<file path="src/rtl/countdown_timer_if.sv">
// Keypad/tick inputs and BCD display outputs of the countdown timer.
interface countdown_timer_if;
  logic [3:0] D;
  logic       load;
  logic       pgt_1Hz;
  logic       start;
  logic       stop;
  logic [3:0] min_tens;
  logic [3:0] min_ones;
  logic [3:0] sec_tens;
  logic [3:0] sec_ones;
  logic       running;
  logic       done;
  logic       zero;

  modport master (
    output D, load, pgt_1Hz, start, stop,
    input  min_tens, min_ones, sec_tens, sec_ones, running, done, zero
  );

  modport slave (
    input  D, load, pgt_1Hz, start, stop,
    output min_tens, min_ones, sec_tens, sec_ones, running, done, zero
  );
endinterface

</file>
<file path="src/rtl/countdown_timer.sv">
// MM:SS BCD cook timer: keypad entry in IDLE, 1 Hz countdown in RUN, done hold afterwards.
// Outputs registered one clk after the sampling edge; no backpressure, every tick is consumed.
module countdown_timer #(
  parameter int SEC_TENS_WRAP   = 5,
  parameter int DONE_HOLD_TICKS = 3
) (
  input  logic             clk,
  input  logic             clear_n,
  countdown_timer_if.slave bus
);

  typedef enum logic [1:0] {IDLE, RUN, PAUSE, DONE} state_t;

  state_t     state_q;
  logic [3:0] mt_q, mo_q, st_q, so_q;
  logic [3:0] hold_q;
  logic       pgt_q;
  logic       running_q;
  logic       done_q;

  logic       tick;
  logic       zero;
  logic [3:0] mt_dec, mo_dec, st_dec, so_dec;
  logic       dec_zero;

  assign tick = bus.pgt_1Hz & ~pgt_q;
  assign zero = (mt_q == 4'd0) && (mo_q == 4'd0) && (st_q == 4'd0) && (so_q == 4'd0);

  // Borrow ripples right to left; seconds tens wraps to SEC_TENS_WRAP, minutes to 9.
  always_comb begin
    so_dec = (so_q == 4'd0) ? 4'd9 : so_q - 4'd1;
    st_dec = st_q;
    mo_dec = mo_q;
    mt_dec = mt_q;
    if (so_q == 4'd0) begin
      st_dec = (st_q == 4'd0) ? 4'(SEC_TENS_WRAP) : st_q - 4'd1;
      if (st_q == 4'd0) begin
        mo_dec = (mo_q == 4'd0) ? 4'd9 : mo_q - 4'd1;
        if (mo_q == 4'd0) begin
          mt_dec = (mt_q == 4'd0) ? 4'd9 : mt_q - 4'd1;
        end
      end
    end
    dec_zero = (mt_dec == 4'd0) && (mo_dec == 4'd0) && (st_dec == 4'd0) && (so_dec == 4'd0);
  end

  always_ff @(posedge clk or negedge clear_n) begin
    if (!clear_n) begin
      state_q   <= IDLE;
      mt_q      <= 4'd0;
      mo_q      <= 4'd0;
      st_q      <= 4'd0;
      so_q      <= 4'd0;
      hold_q    <= 4'd0;
      pgt_q     <= 1'b0;
      running_q <= 1'b0;
      done_q    <= 1'b0;
    end else begin
      pgt_q <= bus.pgt_1Hz;
      case (state_q)
        IDLE: begin
          if (bus.stop) begin
            {mt_q, mo_q, st_q, so_q} <= 16'h0000;
          end else begin
            if (tick && bus.load && (bus.D <= 4'd9)) begin
              {mt_q, mo_q, st_q, so_q} <= {mo_q, st_q, so_q, bus.D};
            end
            if (bus.start && !zero) begin
              state_q   <= RUN;
              running_q <= 1'b1;
            end
          end
        end
        RUN: begin
          if (tick) begin
            {mt_q, mo_q, st_q, so_q} <= {mt_dec, mo_dec, st_dec, so_dec};
          end
          // Reaching 0000 outranks a coincident stop.
          if (tick && dec_zero) begin
            state_q   <= DONE;
            hold_q    <= 4'd0;
            running_q <= 1'b0;
            done_q    <= 1'b1;
          end else if (bus.stop) begin
            state_q   <= PAUSE;
            running_q <= 1'b0;
          end
        end
        PAUSE: begin
          if (bus.stop) begin
            state_q                  <= IDLE;
            {mt_q, mo_q, st_q, so_q} <= 16'h0000;
          end else if (bus.start) begin
            state_q   <= RUN;
            running_q <= 1'b1;
          end
        end
        DONE: begin
          if (bus.stop) begin
            state_q <= IDLE;
            done_q  <= 1'b0;
            hold_q  <= 4'd0;
          end else if (tick) begin
            if (hold_q + 4'd1 == 4'(DONE_HOLD_TICKS)) begin
              state_q <= IDLE;
              done_q  <= 1'b0;
              hold_q  <= 4'd0;
            end else begin
              hold_q <= hold_q + 4'd1;
            end
          end
        end
        default: begin
          state_q   <= IDLE;
          running_q <= 1'b0;
          done_q    <= 1'b0;
        end
      endcase
    end
  end

  assign bus.min_tens = mt_q;
  assign bus.min_ones = mo_q;
  assign bus.sec_tens = st_q;
  assign bus.sec_ones = so_q;
  assign bus.running  = running_q;
  assign bus.done     = done_q;
  assign bus.zero     = zero;

endmodule

</file>
<file path="src/flat_wrapper.sv">
// flat-port wrapper written by rule: the top's interface ports become plain ports
module countdown_timer_flat 
#(
  parameter int SEC_TENS_WRAP   = 5,
  parameter int DONE_HOLD_TICKS = 3
)
  (clk, clear_n, bus_D, bus_load, bus_pgt_1Hz, bus_start, bus_stop, bus_min_tens, bus_min_ones, bus_sec_tens, bus_sec_ones, bus_running, bus_done, bus_zero);
  countdown_timer_if bus_i ();
  input  logic clk;
  input  logic clear_n;
  input wire logic [$bits(bus_i.D)-1:0] bus_D;
  input wire logic [$bits(bus_i.load)-1:0] bus_load;
  input wire logic [$bits(bus_i.pgt_1Hz)-1:0] bus_pgt_1Hz;
  input wire logic [$bits(bus_i.start)-1:0] bus_start;
  input wire logic [$bits(bus_i.stop)-1:0] bus_stop;
  output wire logic [$bits(bus_i.min_tens)-1:0] bus_min_tens;
  output wire logic [$bits(bus_i.min_ones)-1:0] bus_min_ones;
  output wire logic [$bits(bus_i.sec_tens)-1:0] bus_sec_tens;
  output wire logic [$bits(bus_i.sec_ones)-1:0] bus_sec_ones;
  output wire logic [$bits(bus_i.running)-1:0] bus_running;
  output wire logic [$bits(bus_i.done)-1:0] bus_done;
  output wire logic [$bits(bus_i.zero)-1:0] bus_zero;
  assign bus_i.D = bus_D;
  assign bus_i.load = bus_load;
  assign bus_i.pgt_1Hz = bus_pgt_1Hz;
  assign bus_i.start = bus_start;
  assign bus_i.stop = bus_stop;
  assign bus_min_tens = bus_i.min_tens;
  assign bus_min_ones = bus_i.min_ones;
  assign bus_sec_tens = bus_i.sec_tens;
  assign bus_sec_ones = bus_i.sec_ones;
  assign bus_running = bus_i.running;
  assign bus_done = bus_i.done;
  assign bus_zero = bus_i.zero;
  countdown_timer #(.SEC_TENS_WRAP(SEC_TENS_WRAP), .DONE_HOLD_TICKS(DONE_HOLD_TICKS)) u_core (.clk(clk), .clear_n(clear_n), .bus(bus_i));
endmodule
</file>
<file path="config.mk">
export PLATFORM = sky130hd
export DESIGN_NAME = countdown_timer_flat
export DESIGN_NICKNAME = d
export VERILOG_FILES = /design/src/rtl/countdown_timer_if.sv /design/src/rtl/countdown_timer.sv /design/src/flat_wrapper.sv
export SDC_FILE = /design/constraint.sdc
export NUM_CORES = 1
export LEC_CHECK = 0
export CAP_MARGIN = 10
export CORE_ASPECT_RATIO = 0.8
export CORE_MARGIN = 2
export CORE_UTILIZATION = 53
export DETAILED_ROUTE_END_ITERATION = 12
export HOLD_SLACK_MARGIN = 0.15
export MAX_ROUTING_LAYER = met4
export PLACE_DENSITY = 0.89
export SYNTH_ARGS = -nofsm -noshare
export SYNTH_HDL_FRONTEND = slang
export SYNTH_SLANG_ARGS = --single-unit
</file>
<file path="constraint.sdc">
create_clock -name clk -period 2.1 [get_ports clk]
set_input_delay 0.42 -clock clk [delete_from_list [all_inputs] [get_ports clk]]
set_output_delay 0.42 -clock clk [all_outputs]
set_load 0.02 [all_outputs]
</file>
# Word level (Yosys, flattened, before mapping)
# Index checks and enable logic that the tools add are counted.
[word_totals]
ff_bits = 25
input_bits = 10
[classes]
n_reduce_logical = 27
n_lt_le_gt_ge = 1
mux = 54
bitwise_logic = 2
addsub = 5
n_eq_ne = 16
[ops]
columns = ["cell", "n"]
rows = [
  ["4-bit two-way mux", 27],
  ["4-bit case mux with 3 select lines", 4],
  ["4-bit logical NOT", 8],
  ["2-bit two-way mux", 9],
  ["4-bit by 1-bit subtractor with 4-bit output, second input constant", 4],
  ["3-bit by 2-bit != test with 1-bit output, second input constant", 4],
  ["6-bit AND reduction", 2],
  ["1-bit logical AND", 10],
  ["1-bit two-way mux", 10],
  ["2-bit != test, second input constant", 4],
  ["2-bit case mux with 4 select lines", 1],
  ["4-bit case mux with 2 select lines", 1],
  ["4-bit AND reduction", 2],
  ["2-bit by 1-bit != test with 1-bit output, second input constant", 3],
  ["4-bit by 1-bit adder with 4-bit output, second input constant", 1],
  ["2-bit == test, second input constant", 2],
  ["4-bit by 2-bit == test with 1-bit output, second input constant", 1],
  ["4-bit less-or-equal comparator, second input constant", 1],
  ["3-bit != test, second input constant", 1],
  ["1-bit case mux with 3 select lines", 1],
  ["3-bit AND reduction", 1],
  ["3-bit nonzero test", 1],
  ["2-bit by 1-bit == test with 1-bit output, second input constant", 1],
  ["2-bit logical NOT", 1],
  ["other kinds (5)", 5],
]

# Logic depth before layout (Yosys ltp)
# Gate-level depths: netlist (run 1).
[logic_depth]
word_depth = 12
ltp_mapped = 8
mapped_depth_nobuf = 8

# Worst setup path after synthesis (run 1)
# OpenSTA, ideal clock, no wires.
[synth_path]
path_type = "reg-to-reg"
from = "register u_core.st_q[1], in the netlist u_core.bus.sec_tens[1]"
to = "register u_core.state_q[0]"
slack_ps = -101
t_required_ps = 2006
setup_ps = 94
arrival_ps = 2107
stages_incl_launch_ff = 8
path_cell_list = "dfrtp_1 buf_6 nor4_4 nand4_1 nor3_1 o21a_1 nor2_1 a211oi_1"
[synth_between]
elab_cells_between_ends = 24
classes_between = "1 x add/sub; 2 x eq/ne; 8 x mux; 13 x reduce/logical"
[synth_rtl]
columns = ["element", "line_no", "rtl"]
rows = [
  ["from (decl)", "countdown_timer.sv:15", "logic [3:0] mt_q, mo_q, st_q, so_q;"],
  ["from (signal assigned)", "countdown_timer.sv:66", "{mt_q, mo_q, st_q, so_q} <= {mo_q, st_q, so_q, bus.D};"],
  ["from (signal assigned)", "countdown_timer.sv:76", "{mt_q, mo_q, st_q, so_q} <= {mt_dec, mo_dec, st_dec, so_dec};"],
  ["4-bit logical NOT", "countdown_timer.sv:27", "assign zero = (mt_q == 4'd0) && (mo_q == 4'd0) && (st_q == 4'd0) && (so_q == 4'd0);"],
  ["1-bit logical AND (2 in series)", "countdown_timer.sv:27", ""],
  ["named net bus_zero", "flat_wrapper.sv:22", "output wire logic [$bits(bus_i.zero)-1:0] bus_zero;"],
  ["1-bit logical NOT", "countdown_timer.sv:68", "if (bus.start && !zero) begin"],
  ["1-bit logical AND", "countdown_timer.sv:68", ""],
  ["2-bit by 1-bit != test with 1-bit output (no line)", "--", ""],
  ["6-bit AND reduction (no line)", "--", ""],
  ["to (signal assigned)", "countdown_timer.sv:69", "state_q <= RUN;"],
  ["to (signal assigned)", "countdown_timer.sv:80", "state_q <= DONE;"],
  ["to (signal assigned)", "countdown_timer.sv:85", "state_q <= PAUSE;"],
  ["to (decl)", "countdown_timer.sv:14", "state_t state_q;"],
]
# The timed path passes the listed nets, and every way through them passes these cells.
# A chain may end at the register's enable or synchronous reset.

# Final worst setup path (run 1)
[layout_path]
from = "register u_core.mt_q[1], in the netlist u_core.bus.min_tens[1]"
to = "register u_core.hold_q[3]"
[layout_between]
elab_chain_cells = 12
elab_cells_between_ends = 13
classes_between = "1 x add/sub; 1 x eq/ne; 4 x mux; 7 x reduce/logical"
[layout_lines]
columns = ["element", "line_no", "rtl"]
rows = [
  ["from (decl)", "countdown_timer.sv:15", ""],
  ["from (signal assigned)", "countdown_timer.sv:66", ""],
  ["from (signal assigned)", "countdown_timer.sv:76", ""],
  ["4-bit by 1-bit subtractor with 4-bit output or 4-bit logical NOT (tied branches)", "countdown_timer.sv:40", "mt_dec = (mt_q == 4'd0) ? 4'd9 : mt_q - 4'd1;"],
  ["4-bit two-way mux", "countdown_timer.sv:40", ""],
  ["4-bit two-way mux", "countdown_timer.sv:39", "if (mo_q == 4'd0) begin"],
  ["4-bit two-way mux", "countdown_timer.sv:37", "if (st_q == 4'd0) begin"],
  ["4-bit two-way mux (*)", "countdown_timer.sv:35", "if (so_q == 4'd0) begin"],
  ["4-bit logical NOT (*)", "countdown_timer.sv:44", "dec_zero = (mt_dec == 4'd0) && (mo_dec == 4'd0) && (st_dec == 4'd0) && (so_dec == 4'd0);"],
  ["1-bit logical AND (*) (3 in series)", "countdown_timer.sv:44", ""],
  ["1-bit logical AND (*)", "countdown_timer.sv:79", "if (tick && dec_zero) begin"],
  ["2-bit by 1-bit != test with 1-bit output (no line) (*)", "--", ""],
  ["3-bit AND reduction (no line) (*)", "--", ""],
  ["to (signal assigned)", "countdown_timer.sv:109", "hold_q <= hold_q + 4'd1;"],
  ["to (decl)", "countdown_timer.sv:16", "logic [3:0] hold_q;"],
]
# Every way passes the cells marked *; elsewhere a longest branch is shown, timed or not.

==> results_dict.tcl, run 1 <==
set metrics [dict create \
    status "finished with violations" \
    violations "setup timing" \
    first_pass_iters 6 \
    cts.sinks 25 \
    drtIter0Drc 333 \
    gp_congestion 0.948 \
    synth_xor_area_share_pct 0 \
    final-setup-viol-count 12 \
    drive_gt1_share_pct 27.1 \
    crit_required_ns 2.29 \
    cp_max_fo 4 \
    ant_nets 0 \
    synth_area_um2 1770 \
    p_sw_w 0.00201 \
    synth-edff-count 0 \
    num_rows 18 \
    diodes 0 \
    via_per_inst 6.69 \
    grt-ovfl-total 0 \
    p_seq_share_pct 18.4 \
    cts_tree "yes" \
    synth_compound_area_share_pct 28.3 \
    synth.area.mux_share_pct 1.91 \
    synth_top_family_by_area "compound AO/OA/AOI/OAI gates" \
    yosys.area_share.adder_pct 4.94 \
    wl_mm 6.36 \
    setup_tns_ns -0.885 \
    combPwrFrac_pct 74.6 \
    ys_types 47 \
    slew_violations 0 \
    fin_crit_ns 2.25 \
    rsz0062_at_grt "yes" \
    worst_pin_slew_ns 0.475 \
    synthArstFlopShare_pct 100 \
    pre_cts_slack_ns -0.332 \
    ios 29 \
    relSlewSlack_pct 68.1 \
    synthCells 214 \
    clkSlewWorstSetupHoldPaths_ns 0.09 \
    initial_utilization_pct 56.6 \
    vdd_drop_max_mv 1.05 \
    critPathArrivalTime_ns 2.44 \
    grt_pass1_vias 1840 \
    p_int_w 0.00211 \
    cts.hold.buffers_added 0 \
    grt_max_degree 33 \
    startpoint_type "register" \
    synth_simple_gate_area_share_pct 24.8 \
    yosys_warnings 0 \
    clockBufferDepth 2 \
    avgSynthCellArea_um2 8.28 \
    critPathKind "reg -> reg" \
    p_leak_nw 1.09 \
    die_x_um 68.7 \
    antenna_found_initial 0 \
    post-route-period-util_pct 107 \
    syn_to_final_growth_pct 45.2 \
    grtUsageTotal_pct 29.8 \
    dpl.hpwl_mm 3.70 \
    r2r_slack_ns -0.15 \
    cts-buffers-inserted 3 \
    dieHeight_um 55.7 \
    grt_pass1_wl_mm 8.53 \
    synthesis.nets 231 \
    pwr_density_cell_nw_per_um2 1600 \
    cts-root-buf "clkbuf_8" \
    sw_frac_of_total_pct 48.8 \
    port_buffers 28 \
    timing.fmax_mhz 444 \
    dr_total_vias 2140 \
    wl_per_cell_um 19.9 \
    ys_seq_area_share_pct 35.3 \
    setup_ws_ns -0.151 \
    clock_power_share_pct 7.1 \
    design.core.area_um2 3130 \
    drv_cap 0 \
    drcViolationCount 0 \
    worstHoldPathType "in -> reg" \
    finalHoldViolCount 0 \
    synth-main-ff-cell "dfrtp_1" \
    fin_skew_ns 0.00487 \
    die_area_um2 3830 \
    ys_ff_latch 25 \
    crit_path_end_kind "register" \
    fin_nets 298 \
    clk_latency_ns 0.27 \
    htree_num_levels 1 \
]
## cell usage after synthesis, types with 3 or more instances
cell type,n,share of area (%)
inv_1,6,1.3
clkbuf_1,8,1.7
o21a_1,4,1.7
a31oi_1,5,1.8
o21bai_1,3,1.3
ha_1,7,4.9
nand2_1,10,2.1
nand3_1,3,0.85
a21oi_1,20,5.6
nor2_1,26,5.5
dfrtp_1,25,35
o21ai_0,31,8.8
nor3_1,9,2.5
nand2b_1,6,2.1
nor4_1,6,2.1
## registers in the layout, summed over array words and instances, names as in the netlist, 2 cells and up
register,count
u_core.bus.sec_ones,4
u_core.hold_q,4
u_core.bus.min_tens,4
u_core.bus.min_ones,4
u_core.bus.sec_tens,4
u_core.state_q,2
## power by group through the flow
stage               clock (W)  sequential (W)  combinational (W)
floorplan                   0        0.000899            0.00133
detailed placement          0        0.000749            0.00249
CTS                  0.000290        0.000743            0.00260
finish               0.000291        0.000757            0.00308
global route         0.000316        0.000771            0.00323
global placement            0        0.000738            0.00242
## worst max-delay path, stage by stage (launching register included)
cell,delay [ns]
dfrtp_1,0.45
nor3_1,0.36
buf_4,0.17
nand4_1,0.16
nor4b_4,0.33
buf_4,0.19
a21o_1,0.21
nand2_2,0.08
o31ai_2,0.21
## final timing paths
check	cells past startpoint	startpoint	end
worst max-delay path	8	u_core.bus.min_tens[1]$_DFFE_PN0P_	u_core.hold_q[3]$_DFFE_PN0P_
worst min-delay path	1	bus_pgt_1Hz	u_core.pgt_q$_DFF_PN0_
worst max register to register	8	u_core.bus.min_tens[1]$_DFFE_PN0P_	u_core.hold_q[3]$_DFFE_PN0P_
worst min register to register	2	u_core.bus.running$_DFFE_PN0P_	u_core.bus.running$_DFFE_PN0P_
max in group asynchronous	2	clear_n	u_core.bus.min_tens[0]$_DFFE_PN0P_
min in group asynchronous	2	clear_n	u_core.bus.sec_tens[1]$_DFFE_PN0P_
## repair_timing
action                                  4_1_cts  5_1_grt
pin swaps                                     3       19
resized for setup                            13       24
endpoints found under the setup margin       12       18
buffers inserted                              1       11
## layer usage
layer,share of wire [%],vias up,track usage (%)
met5,0,-,-
met4,2.3,0,11.4
met3,12,25,6.07
met2,46,182,42.2
met1,39,1005,41.5
li1,-,928,-
## kinds of logic (layout without fill, tap and decap cells)
group,Yosys count,in the layout
AND/OR/NAND/NOR,78,78
AO/OA/AOI/OAI,83,83
flip-flops,25,25
adder cells (fa/ha/maj),7,7
buffers and inverters,18,84
multiplexers,3,3
## through the flow
stage	power (W)	utilization (%)	instance area [um^2]	hold slack, ns	instances
2_1_floorplan	0.00223	-	1780	0.124	214
4_1_cts	0.00363	77.1	2410	0.530	309
6_report	0.00412	82.3	2570	0.350	320
3_3_place_gp	0.00316	74.3	2330	0.504	305
5_1_grt	0.00432	82.3	2570	0.343	320
3_5_place_dp	0.00324	74.3	2330	0.504	305
## cell type report
type                       instances  area [um^2]
sequential                        25          626
multi-input combinational        171         1180
inverter                           6         22.5
clock buffer                       3         41.3
timing repair buffer              74          646
fill                             164          556
clock inverter                     1         5.00
tap                               40         50.0
## layout by cell type (no fill, tap or decap), types with 6 or more instances in the layout
master,netlist,layout
a21oi_1,20,18
buf_4,0,44
clkdlybuf4s50_1,0,26
dfrtp_1,25,25
ha_1,7,7
inv_1,6,6
nand2_1,10,9
nand2b_1,6,6
nor2_1,26,25
nor3_1,9,6
o21ai_0,31,23
o21ai_1,2,9
Note: power is estimated with default switching activity, not from simulation.
==> run 2: changes to the inputs <==
Settings changed: CORE_MARGIN 2 to 3.
==> run 2 against run 1 <==
First-iteration DRC count up 20%. The run still ends with setup timing left. Clock skew is 0.0045 ns higher. Largest power group unchanged. Critical path type unchanged. Combinational power grew 5%. Sequential cell count did not move. Sequential power grew 3.8%. Critical endpoint is now u_core.bus.min_ones[3]$_DFFE_PN0P_.
==> results_dict.tcl, run 2 (synthesis results as in run 1) <==
set metrics [dict create \
    timing.fmax_mhz 431 \
    die_area_um2 4080 \
    syn_to_final_growth_pct 47.4 \
    wl_mm 7.28 \
    hold_slack_ns 0.456 \
    drv_cap 0 \
    final_common_cell "buf_4" \
    finalHoldViolCount 0 \
    clk_latency_ns 0.28 \
    grt_pass1_vias 1937 \
    ant_nets 0 \
    cts-buffers-inserted 3 \
    startpoint_type "register" \
    cts.hold.buffers_added 0 \
    cp_max_fo 7 \
    design.core.area_um2 3150 \
    vdd_drop_max_mv 1.31 \
    clkSlewWorstSetupHoldPaths_ns 0.10 \
    htree_num_levels 1 \
    gp_congestion 0.942 \
    fin_nets 294 \
    crit_chain "buf_6, or4_4, or2_4, nor2_1, a21oi_1, o21ai_0, o21ai_0" \
    port_buffers 28 \
    status "finished with violations" \
    ios 29 \
    dieHeight_um 57.7 \
    cts_tree "yes" \
    via_per_inst 7.11 \
    pwr_density_cell_nw_per_um2 1650 \
    finalNonFillerCells 316 \
    final_util_pct 82.9 \
    drcViolationCount 0 \
    drive_gt1_share_pct 28.3 \
    cp_common_cell "o21ai_0" \
    antenna_found_initial 0 \
    p_leak_nw 1.07 \
    grtUsageTotal_pct 30.2 \
    worst_pin_slew_ns 0.487 \
    diodes 0 \
    cts.sinks 25 \
    initial_utilization_pct 56.2 \
    fin_skew_ns 0.00939 \
    slew_violations 0 \
    wl_per_cell_um 23.0 \
    relSlewSlack_pct 67.2 \
    placed_cells 305 \
    setup_ws_ns -0.222 \
    clockBufferDepth 2 \
    post-route-period-util_pct 111 \
    layout_common_cells "36 x buf_4, 26 x o21ai_0, 26 x clkdlybuf4s50_1" \
    fin_total_pwr_w 0.00432 \
    dr_total_vias 2246 \
    cp_slowest_cell "or4_4" \
    critPathArrivalTime_ns 2.47 \
    grt_pass1_wl_mm 9.54 \
    violations "setup timing" \
    critPathKind "reg -> reg" \
    grt-ovfl-total 0 \
    die_x_um 70.7 \
    grt_max_degree 33 \
    rsz0062_at_grt "yes" \
    worstHoldPathType "in -> reg" \
    fin_crit_ns 2.32 \
    final-setup-viol-count 14 \
    crit_required_ns 2.25 \
    dpl.hpwl_mm 3.64 \
    first_pass_iters 6 \
    critPathMaxStageDelay_ns 0.54 \
    num_rows 18 \
    crit_path_end_kind "register" \
    drtIter0Drc 399 \
    cts-root-buf "clkbuf_8" \
]
[run 2: changes by cell type in the layout (fill, tap and decap cells not counted), moves of 2 or more]
cell,before,now
a31oi_1,5,3
buf_6,2,6
o21ai_0,23,26
nor2_2,0,2
o21ai_1,9,7
buf_4,44,36
nor2_1,25,23
a31oi_4,0,2
[run 2: final timing paths]
| path | endpoint | slack, ns | from | cells after the start |
|---|---|---|---|---|
| setup / recovery | u_core.bus.min_ones[3]$_DFFE_PN0P_ | -0.22 | u_core.bus.sec_tens[0]$_DFFE_PN0P_ | 7 |
| hold / removal | u_core.pgt_q$_DFF_PN0_ | 0.46 | bus_pgt_1Hz | 1 |
| setup reg to reg | u_core.bus.min_ones[3]$_DFFE_PN0P_ | -0.22 | u_core.bus.sec_tens[0]$_DFFE_PN0P_ | 7 |
| hold reg to reg | u_core.bus.running$_DFFE_PN0P_ | 0.56 | u_core.bus.running$_DFFE_PN0P_ | 2 |
| max in group asynchronous | u_core.bus.sec_tens[0]$_DFFE_PN0P_ | 1.29 | clear_n | 2 |
| min in group asynchronous | u_core.bus.min_ones[3]$_DFFE_PN0P_ | 0.52 | clear_n | 2 |
[run 2: repair_timing]
| action | 4_1_cts | 5_1_grt |
|---|---|---|
| cloned | 0 | 0 |
| resized for setup | 11 | 39 |
| setup buffers | 3 | 5 |
| setup endpoints to repair | 12 | 19 |
| pin swaps | 5 | 16 |
[run 2: worst max-delay path: cells and delay by family (launching register included)]
kind                   cells  cell delay (ns)
flip-flops                 1             0.48
AO/OA/AOI/OAI              3             0.55
AND/OR/NAND/NOR            3             1.01
buffers and inverters      1             0.14
[run 2: stage by stage]
step	setup slack (ns)	TNS (ns)	cell area, um^2
floorplan	0.0428	0	1780
global placement	-0.197	-1.40	2330
detailed placement	-0.324	-3.04	2330
CTS	-0.0203	-0.0231	2420
global route	-0.252	-2.29	2610
finish	-0.222	-1.15	2610
[run 2: routing by layer]
metal / global-route usage [%] / up-vias / part of all wire, %
met5: - / - / 0
met4: 7.51 / 0 / 4.4
met3: 5.89 / 52 / 11
met2: 46.0 / 212 / 45
met1: 41.9 / 1063 / 39
li1: - / 919 / -
[run 2: area by class of cell]
class / instances / area (um^2)
Timing Repair Buffer: 70 / 627
Inverter: 6 / 22.5
Clock buffer: 4 / 45.0
Fill cell: 172 / 539
Multi-Input combinational cell: 171 / 1240
Tap cell: 40 / 50.0
Sequential cell: 25 / 627
[run 2: power by group]
group	total, W	internal [W]	switching [W]
Clock	0.000310	0.000136	0.000173
Sequential	0.000786	0.000617	0.000169
Combinational	0.00322	0.00138	0.00184
